**src/rtl/uart_rx.sv**
```systemverilog
// Serial receiver for start/WORD_BITS data/stop frames that writes each good word into a downstream fifo.
// The write strobe comes about 2 + CLKS_PER_BIT/2 + (WORD_BITS+1)*CLKS_PER_BIT clocks after the start edge; full_i drops the word as overrun_o and never stalls the line.
module uart_rx #(
  parameter int CLK_HZ    = 100_000_000,
  parameter int BAUD      = 9600,
  parameter int WORD_BITS = 8
) (
  input  logic                 clk_i,
  input  logic                 reset_i,
  input  logic                 rx_i,
  input  logic                 full_i,
  output logic                 write_o,
  output logic [WORD_BITS-1:0] wdata_o,
  output logic                 frame_err_o,
  output logic                 overrun_o,
  output logic                 busy_o
);
  localparam int CLKS_PER_BIT = CLK_HZ / BAUD;
  localparam int CNT_W        = (CLKS_PER_BIT > 1) ? $clog2(CLKS_PER_BIT) : 1;
  localparam int BIT_W        = $clog2(WORD_BITS + 1);

  localparam logic [CNT_W-1:0] HALF_LAST = CNT_W'(CLKS_PER_BIT / 2 - 1);
  localparam logic [CNT_W-1:0] BIT_LAST  = CNT_W'(CLKS_PER_BIT - 1);
  localparam logic [BIT_W-1:0] WORD_LAST = BIT_W'(WORD_BITS - 1);

  typedef enum logic [2:0] {
    S_IDLE,
    S_START,
    S_DATA,
    S_STOP,
    S_BREAK
  } state_t;

  state_t               state_q, state_d;
  logic [1:0]           sync_q, sync_d;
  logic [CNT_W-1:0]     clk_cnt_q, clk_cnt_d;
  logic [BIT_W-1:0]     bit_cnt_q, bit_cnt_d;
  logic [WORD_BITS-1:0] shift_q, shift_d;
  logic [WORD_BITS-1:0] wdata_q, wdata_d;
  logic                 write_q, write_d;
  logic                 frame_err_q, frame_err_d;
  logic                 overrun_q, overrun_d;
  logic                 busy_q, busy_d;
  logic                 rx_s;

  assign rx_s = sync_q[1];

  always_comb begin
    sync_d      = {sync_q[0], rx_i};
    state_d     = state_q;
    clk_cnt_d   = clk_cnt_q;
    bit_cnt_d   = bit_cnt_q;
    shift_d     = shift_q;
    wdata_d     = wdata_q;
    write_d     = 1'b0;
    frame_err_d = 1'b0;
    overrun_d   = 1'b0;

    unique case (state_q)
      S_IDLE: begin
        clk_cnt_d = '0;
        bit_cnt_d = '0;
        if (!rx_s) begin
          state_d = S_START;
        end
      end

      // A start bit that is already high again at its midpoint is treated as a glitch.
      S_START: begin
        if (clk_cnt_q == HALF_LAST) begin
          clk_cnt_d = '0;
          state_d   = rx_s ? S_IDLE : S_DATA;
        end else begin
          clk_cnt_d = clk_cnt_q + CNT_W'(1);
        end
      end

      S_DATA: begin
        if (clk_cnt_q == BIT_LAST) begin
          clk_cnt_d = '0;
          shift_d   = {rx_s, shift_q[WORD_BITS-1:1]};
          bit_cnt_d = bit_cnt_q + BIT_W'(1);
          if (bit_cnt_q == WORD_LAST) begin
            state_d = S_STOP;
          end
        end else begin
          clk_cnt_d = clk_cnt_q + CNT_W'(1);
        end
      end

      // Leaving at mid stop bit leaves half a bit to catch a back-to-back start edge.
      S_STOP: begin
        if (clk_cnt_q == BIT_LAST) begin
          clk_cnt_d = '0;
          bit_cnt_d = '0;
          if (!rx_s) begin
            frame_err_d = 1'b1;
            state_d     = S_BREAK;
          end else if (full_i) begin
            overrun_d = 1'b1;
            state_d   = S_IDLE;
          end else begin
            write_d = 1'b1;
            wdata_d = shift_q;
            state_d = S_IDLE;
          end
        end else begin
          clk_cnt_d = clk_cnt_q + CNT_W'(1);
        end
      end

      S_BREAK: begin
        clk_cnt_d = '0;
        bit_cnt_d = '0;
        if (rx_s) begin
          state_d = S_IDLE;
        end
      end

      default: begin
        state_d   = S_IDLE;
        clk_cnt_d = '0;
        bit_cnt_d = '0;
      end
    endcase

    busy_d = (state_d != S_IDLE);
  end

  always_ff @(posedge clk_i or posedge reset_i) begin
    if (reset_i) begin
      state_q     <= S_IDLE;
      sync_q      <= 2'b11;
      clk_cnt_q   <= '0;
      bit_cnt_q   <= '0;
      shift_q     <= '0;
      wdata_q     <= '0;
      write_q     <= 1'b0;
      frame_err_q <= 1'b0;
      overrun_q   <= 1'b0;
      busy_q      <= 1'b0;
    end else begin
      state_q     <= state_d;
      sync_q      <= sync_d;
      clk_cnt_q   <= clk_cnt_d;
      bit_cnt_q   <= bit_cnt_d;
      shift_q     <= shift_d;
      wdata_q     <= wdata_d;
      write_q     <= write_d;
      frame_err_q <= frame_err_d;
      overrun_q   <= overrun_d;
      busy_q      <= busy_d;
    end
  end

  assign write_o     = write_q;
  assign wdata_o     = wdata_q;
  assign frame_err_o = frame_err_q;
  assign overrun_o   = overrun_q;
  assign busy_o      = busy_q;

  a_pulse_onehot: assert property (@(posedge clk_i) disable iff (reset_i)
    $onehot0({write_q, frame_err_q, overrun_q}));

  a_pulse_single: assert property (@(posedge clk_i) disable iff (reset_i)
    (write_q || frame_err_q || overrun_q) |=> !(write_q || frame_err_q || overrun_q));

endmodule

```
**config.mk**
```make
export PLATFORM = sky130hd
export DESIGN_NAME = uart_rx
export DESIGN_NICKNAME = d
export VERILOG_FILES = /design/src/rtl/uart_rx.sv
export SDC_FILE = /design/constraint.sdc
export NUM_CORES = 1
export LEC_CHECK = 0
export CELL_PAD_IN_SITES_DETAIL_PLACEMENT = 1
export CELL_PAD_IN_SITES_GLOBAL_PLACEMENT = 1
export CORE_UTILIZATION = 46
export DETAILED_ROUTE_END_ITERATION = 10
export PLACE_DENSITY = 0.8
export SLEW_MARGIN = 0
export SYNTH_ARGS = -nofsm -noshare
export SYNTH_HDL_FRONTEND = slang
export SYNTH_SLANG_ARGS = --single-unit
```
**constraint.sdc**
```tcl
create_clock -name clk_i -period 2.5 [get_ports clk_i]
set_input_delay 0.375 -clock clk_i [delete_from_list [all_inputs] [get_ports clk_i]]
set_output_delay 0.375 -clock clk_i [all_outputs]
set_load 0.02 [all_outputs]
```
==> results of run 1 <==
==> synth_stat cells (3+ instances only) <==
cell type	number	area, um2
dfrtp_1	41	1026
nor2_1	20	75.07
nand3_1	15	75.07
nand2_1	10	37.54
mux2_2	8	90.09
mux2_4	8	120.1
xnor2_1	7	61.31
inv_1	6	22.52
nand4_1	5	31.28
xor2_1	5	43.79
a31oi_1	4	25.02
a21oi_1	3	15.01
clkbuf_1	3	11.26
nand2b_1	3	18.77
nor3_1	3	15.01
nor4_1	3	18.77
or3_1	3	18.77
==> cell type report <==
type / count / area (um2)
clock buffers: 5 / 68.82
clock inverters: 3 / 43.79
fillers: 437 / 1789
inverters: 6 / 22.52
multi-input cells: 122 / 869.6
flip-flops and latches: 43 / 1079
well taps: 50 / 62.56
repair buffers: 19 / 180.2
==> through the flow <==
stage               hold slack, ns  area [um2]   power, W  setup WS, ns  cells
finish                      0.3655        2326   0.001265        0.3204    248
CTS                         0.3688        2326   0.001280        0.3023    248
floorplan                   0.3452        2014  0.0007245        0.5878    178
detailed placement          0.3487        2213  0.0007362        0.3184    240
global route                0.3708        2326   0.001313        0.2348    248
global placement            0.3490        2213  0.0007350        0.4293    240
==> flip-flops by register name, indices dropped and copies added, names as in the netlist, 2 cells and up <==
signal,cells
sync_q,2
wdata_o,8
bit_cnt_q,4
clk_cnt_q,14
shift_q,8
state_q,3
==> layer usage <==
metal  GRT usage [%]  vias up  routed length (um)
met4           10.16        0                  81
met2           35.66       19                2111
met1           27.37      715                1881
li1                -      662                   -
met3           4.500        8                 106
met5               0        -                   0
==> cell usage in the layout (no fill, tap or decap), types with 3 or more instances in the layout <==
cell | netlist | layout
dfrtp_1 | 41 | 41
buf_4 | 0 | 4
xor2_1 | 5 | 5
clkdlybuf4s50_1 | 0 | 15
nand2_1 | 10 | 10
or3_1 | 3 | 3
clkbuf_8 | 0 | 5
mux2_4 | 8 | 8
nor2_1 | 20 | 20
nand4_1 | 5 | 5
mux2_2 | 8 | 8
a21oi_1 | 3 | 3
a31oi_1 | 4 | 4
nor3_1 | 3 | 3
inv_1 | 6 | 6
nand3_1 | 15 | 15
nand2b_1 | 3 | 3
nor4_1 | 3 | 3
xnor2_1 | 7 | 7
==> power breakdown <==
part	internal, W	switching [W]
sequential	0.000698	0.00000220
combinational	0.00000616	0.0000151
clock	0.000297	0.000246
==> worst paths after layout <==
check	end	slack, ns	depth (start not counted)
max in group asynchronous	sync_q[0]	1.62	3
setup / recovery	shift_q[4]	0.32	6
min in group asynchronous	clk_cnt_q[4]	0.51	3
setup reg to reg	shift_q[4]	0.32	6
hold / removal	sync_q[1]	0.37	0
hold reg to reg	sync_q[1]	0.37	0
==> logic make-up after synthesis <==
group | synth area share, %
XOR/XNOR | 5.217
multiplexers | 10.93
flip-flops | 53.54
AO/OA/AOI/OAI | 3.230
adder cells (fa/ha/maj) | 1.242
buffers and inverters | 3.292
AND/OR/NAND/NOR | 22.55
==> results.py, run 1 <==
metrics = {
    "outcome": {
        "outcome": "finished clean",
    },
    "critical_path": {
        "required_ns": 2.69,
        "end_kind": "flop",
        "path_buf_inv": 1,
        "slowest_stage": "or3_1",
        "crit_fanout": 14,
        "crit_chain": "ha_1 > and4_4 > nand4_2 > buf_4 > or3_1 > mux2_2",
        "crit_arrival_ns": 2.37,
        "path_class": "flop to flop",
        "critPathTopFamily": "simple AND/OR/NAND/NOR gates",
        "setup.worst_path.start": "clk_cnt_q[0]",
        "start_kind": "flop",
        "r2r_start": "clk_cnt_q[0]",
        "worst_path_largest_cell_delay_ns": 0.47,
    },
    "min_path": {
        "hp-start": "sync_q[0]",
        "min_path_type": "flop to flop",
    },
    "drt": {
        "via_per_inst": 5.661,
        "ant_nets": 0,
        "avgRoutedWirePerCell_um": 16.86,
        "dr.first_iter.drc_count": 151,
        "vias": 1404,
        "wirelength_mm": 4.181,
        "route.detailed.drc": 0,
        "first_pass_iters": 4,
    },
    "synthesis": {
        "synth_edf_count": 0,
        "avgSynthCellArea_um2": 11.32,
        "ys.flop_type": "dfrtp_1",
        "netlist-cell-type-count": 38,
        "syn_area_um2": 2014,
        "synth-async-reset-ratio_pct": 100.0,
        "synth_cells": 178,
        "yosysWarnings": 0,
        "synth-seq-cells": 43,
        "synth_fp_nets": 184,
        "ys_seq_area_share_pct": 53.54,
    },
    "run": {
        "cap_violations": 0,
    },
    "finish": {
        "fin_util_pct": 56.52,
        "fin_nets": 203,
        "drive_gt1_share_pct": 17.17,
        "diodes": 0,
        "area_delta_synth_final_pct": 15.47,
    },
    "sta": {
        "slew_headroom_pct": 63.77,
        "max_freq_ghz": 0.4588,
        "period_share_pct": 87.18,
        "worst_slew_pin_slew_ns": 0.5435,
        "min_period_ns": 2.180,
        "maxSlewViolCount": 0,
        "rsz0062_at_grt": "false",
        "hold_violations": 0,
        "setup_tns_ns": 0,
        "finalSetupViolCount": 0,
        "clock_skew_ns": 0.003682,
    },
    "floorplanning": {
        "pin_count": 16,
        "die_h_um": 68.18,
        "start_util_pct": 48.95,
        "row_count": 23,
        "die_x_um": 68.18,
        "core-area_um2": 4115,
        "die_area_um2": 4648,
    },
    "grt": {
        "overflow": 0,
        "grt_pass1_vias": 1470,
        "grt_first_pass_wirelength_mm": 7.169,
        "grt_max_degree": 44,
        "grt_usage_pct": 21.78,
        "antenna_found_initial": 0,
    },
    "placement": {
        "place.detailed.hpwl_mm": 2.935,
        "routabilityCongestion": 0.8473,
        "io_buffers": 15,
    },
    "clock_network": {
        "cts_hold_buffers": 0,
        "ctsResizeCount": 0,
        "clock_sink_count": 43,
        "clock_latency_ns": 0.30,
        "htreeDepth": 2,
        "cts_buffers": 5,
        "cts_setup_buffers": 0,
        "clockBufferDepth": 2,
        "clk_pin_slew_ns": 0.08,
        "cts_root_buf": "clkbuf_8",
        "cts_tree": "done",
    },
    "power": {
        "vdd_drop_max_uv": 298.1,
        "powerDensity_nw_per_um2": 543.8,
        "leakage_nw": 1.082,
    },
}
Note: power is estimated with default switching activity, not from simulation.
==> inputs of run 2 (changes only) <==
CAP_MARGIN = 20   (was not set)
==> results of run 2 <==
No change in the layout: final DEF, timing and power equal those of run 1.
==> inputs of run 3 (changes only) <==
CORE_MARGIN = 2   (was not set)
==> run 3 against run 2 <==
  * Power is 0.22% higher
  * Global-route usage down 1.6 points
  * Count of clock-buffer cells in the layout stayed put
  * Sequential power about the same
==> results.py, run 3 (synthesis results as in run 1) <==
metrics = {
    "outcome": {
        "outcome": "finished clean",
    },
    "floorplanning": {
        "core-area_um2": 4294,
        "die_area_um2": 4925,
        "die_x_um": 70.18,
        "die_h_um": 70.18,
        "start_util_pct": 46.91,
        "row_count": 24,
        "pin_count": 16,
    },
    "critical_path": {
        "path_class": "flop to flop",
        "end_kind": "flop",
        "required_ns": 2.69,
        "start_kind": "flop",
        "r2r_start": "clk_cnt_q[0]",
        "crit_arrival_ns": 2.44,
        "crit_fanout": 9,
        "r2r_end": "wdata_o[0]",
        "regToRegSetupSlack_ns": 0.25,
        "reg2regPathDepth": 5,
    },
    "clock_network": {
        "cts_setup_buffers": 0,
        "clk_pin_slew_ns": 0.08,
        "htreeDepth": 2,
        "cts_hold_buffers": 0,
        "cts_buffers": 5,
        "cts_root_buf": "clkbuf_8",
        "clockBufferDepth": 2,
        "clock_sink_count": 43,
        "cts_tree": "done",
        "ctsResizeCount": 0,
        "clock_latency_ns": 0.30,
    },
    "sta": {
        "min_period_ns": 2.248,
        "hold_violations": 0,
        "max_freq_ghz": 0.4449,
        "setup_tns_ns": 0,
        "period_share_pct": 89.90,
        "maxSlewViolCount": 0,
        "rsz0062_at_grt": "false",
        "slew_headroom_pct": 64.72,
        "finalSetupViolCount": 0,
        "worst_slew_pin_slew_ns": 0.5292,
        "clock_skew_ns": 0.003821,
    },
    "drt": {
        "via_per_inst": 5.506,
        "vias": 1371,
        "route.detailed.drc": 0,
        "ant_nets": 0,
        "wirelength_mm": 4.407,
        "avgRoutedWirePerCell_um": 17.70,
        "first_pass_iters": 4,
        "dr.first_iter.drc_count": 94,
    },
    "placement": {
        "routabilityCongestion": 0.8988,
        "io_buffers": 15,
        "place.detailed.hpwl_mm": 3.090,
    },
    "grt": {
        "grt_first_pass_wirelength_mm": 7.686,
        "antenna_found_initial": 0,
        "grt_max_degree": 44,
        "grt_pass1_vias": 1532,
        "grt_usage_pct": 20.22,
        "overflow": 0,
    },
    "finish": {
        "diodes": 0,
        "largest-register": "clk_cnt_q",
        "mostFrequentLayoutCells": "dfrtp_1 (41), nor2_1 (20), nand3_1 (15), clkdlybuf4s50_1 (15), nand2_1 (10)",
        "area_delta_synth_final_pct": 15.22,
        "layout_commonest_cell": "dfrtp_1",
        "fin_util_pct": 54.05,
        "drive_gt1_share_pct": 16.75,
        "largest_reg_flops": 14,
        "fin_nets": 202,
    },
    "power": {
        "p_comb_share_pct": 1.7,
        "p_sw_w": 0.0002663,
        "pwr-share-clk_pct": 43.1,
        "p_seq_share_pct": 55.2,
        "power.share.switching_pct": 21.00,
        "vdd_drop_max_uv": 343.0,
        "powerDensity_nw_per_um2": 546.2,
        "internal_power_w": 0.001001,
        "leakage_nw": 1.078,
    },
    "min_path": {
        "hold_end": "sync_q[1]",
        "min_path_cells": 0,
        "hp-start": "sync_q[0]",
        "min_path_type": "flop to flop",
    },
    "run": {
        "cap_violations": 0,
    },
}
run 3: worst max-delay path by stage:
| stage | startpoint | slack, ns | to |
|---|---|---|---|
| finish | clk_cnt_q[0] | 0.25 | wdata_o[0] |
| CTS | clk_cnt_q[0] | 0.24 | wdata_o[0] |
| global placement | clk_cnt_q[0] | 0.43 | wdata_o[1] |
| detailed placement | clk_cnt_q[0] | 0.31 | wdata_o[0] |
| floorplan | clk_cnt_q[0] | 0.59 | wdata_o[0] |
| global route | clk_cnt_q[0] | 0.14 | wdata_o[3] |
run 3: power by group through the flow:
stage                     Clock [W]  Combinational [W]  Sequential (W)
after floorplan                   0          0.0000117        0.000713
after global placement            0          0.0000213        0.000713
after detailed placement          0          0.0000224        0.000713
after CTS                  0.000552          0.0000225        0.000700
after global routing       0.000581          0.0000247        0.000700
final                      0.000547          0.0000213        0.000700
run 3: critical path, cell delays in order (launching register included):
cell,delay [ns]
dfrtp_1,0.43
ha_1,0.27
and4_4,0.29
nand4_2,0.14
or3_1,0.62
mux2_4,0.39
run 3: layer usage:
metal | vias to the layer above | global-route usage [%] | part of all wire (%)
li1 | 656 | - | -
met1 | 691 | 24.24 | 43
met2 | 17 | 35.77 | 53
met3 | 7 | 4.618 | 2.5
met4 | 0 | 6.838 | 1.4
met5 | - | 0 | 0
run 3: area by class of cell:
class / count / area, um2
inverters: 6 / 22.52
clock buffers: 5 / 68.82
well taps: 52 / 65.06
fillers: 468 / 1973
flip-flops and latches: 43 / 1079
repair buffers: 18 / 172.7
multi-input cells: 122 / 869.6
clock inverters: 3 / 43.79
run 3: per-stage QoR:
stage / worst slack (ns) / hold WS, ns / total power [W] / cells / instance area (um2)
2_1_floorplan: 0.5878 / 0.3452 / 0.0007245 / 178 / 2014
3_3_place_gp: 0.4251 / 0.3465 / 0.0007345 / 241 / 2208
3_5_place_dp: 0.3125 / 0.3478 / 0.0007358 / 241 / 2208
4_1_cts: 0.2440 / 0.3600 / 0.001274 / 249 / 2321
5_1_grt: 0.1441 / 0.3675 / 0.001306 / 249 / 2321
6_report: 0.2524 / 0.3602 / 0.001268 / 249 / 2321
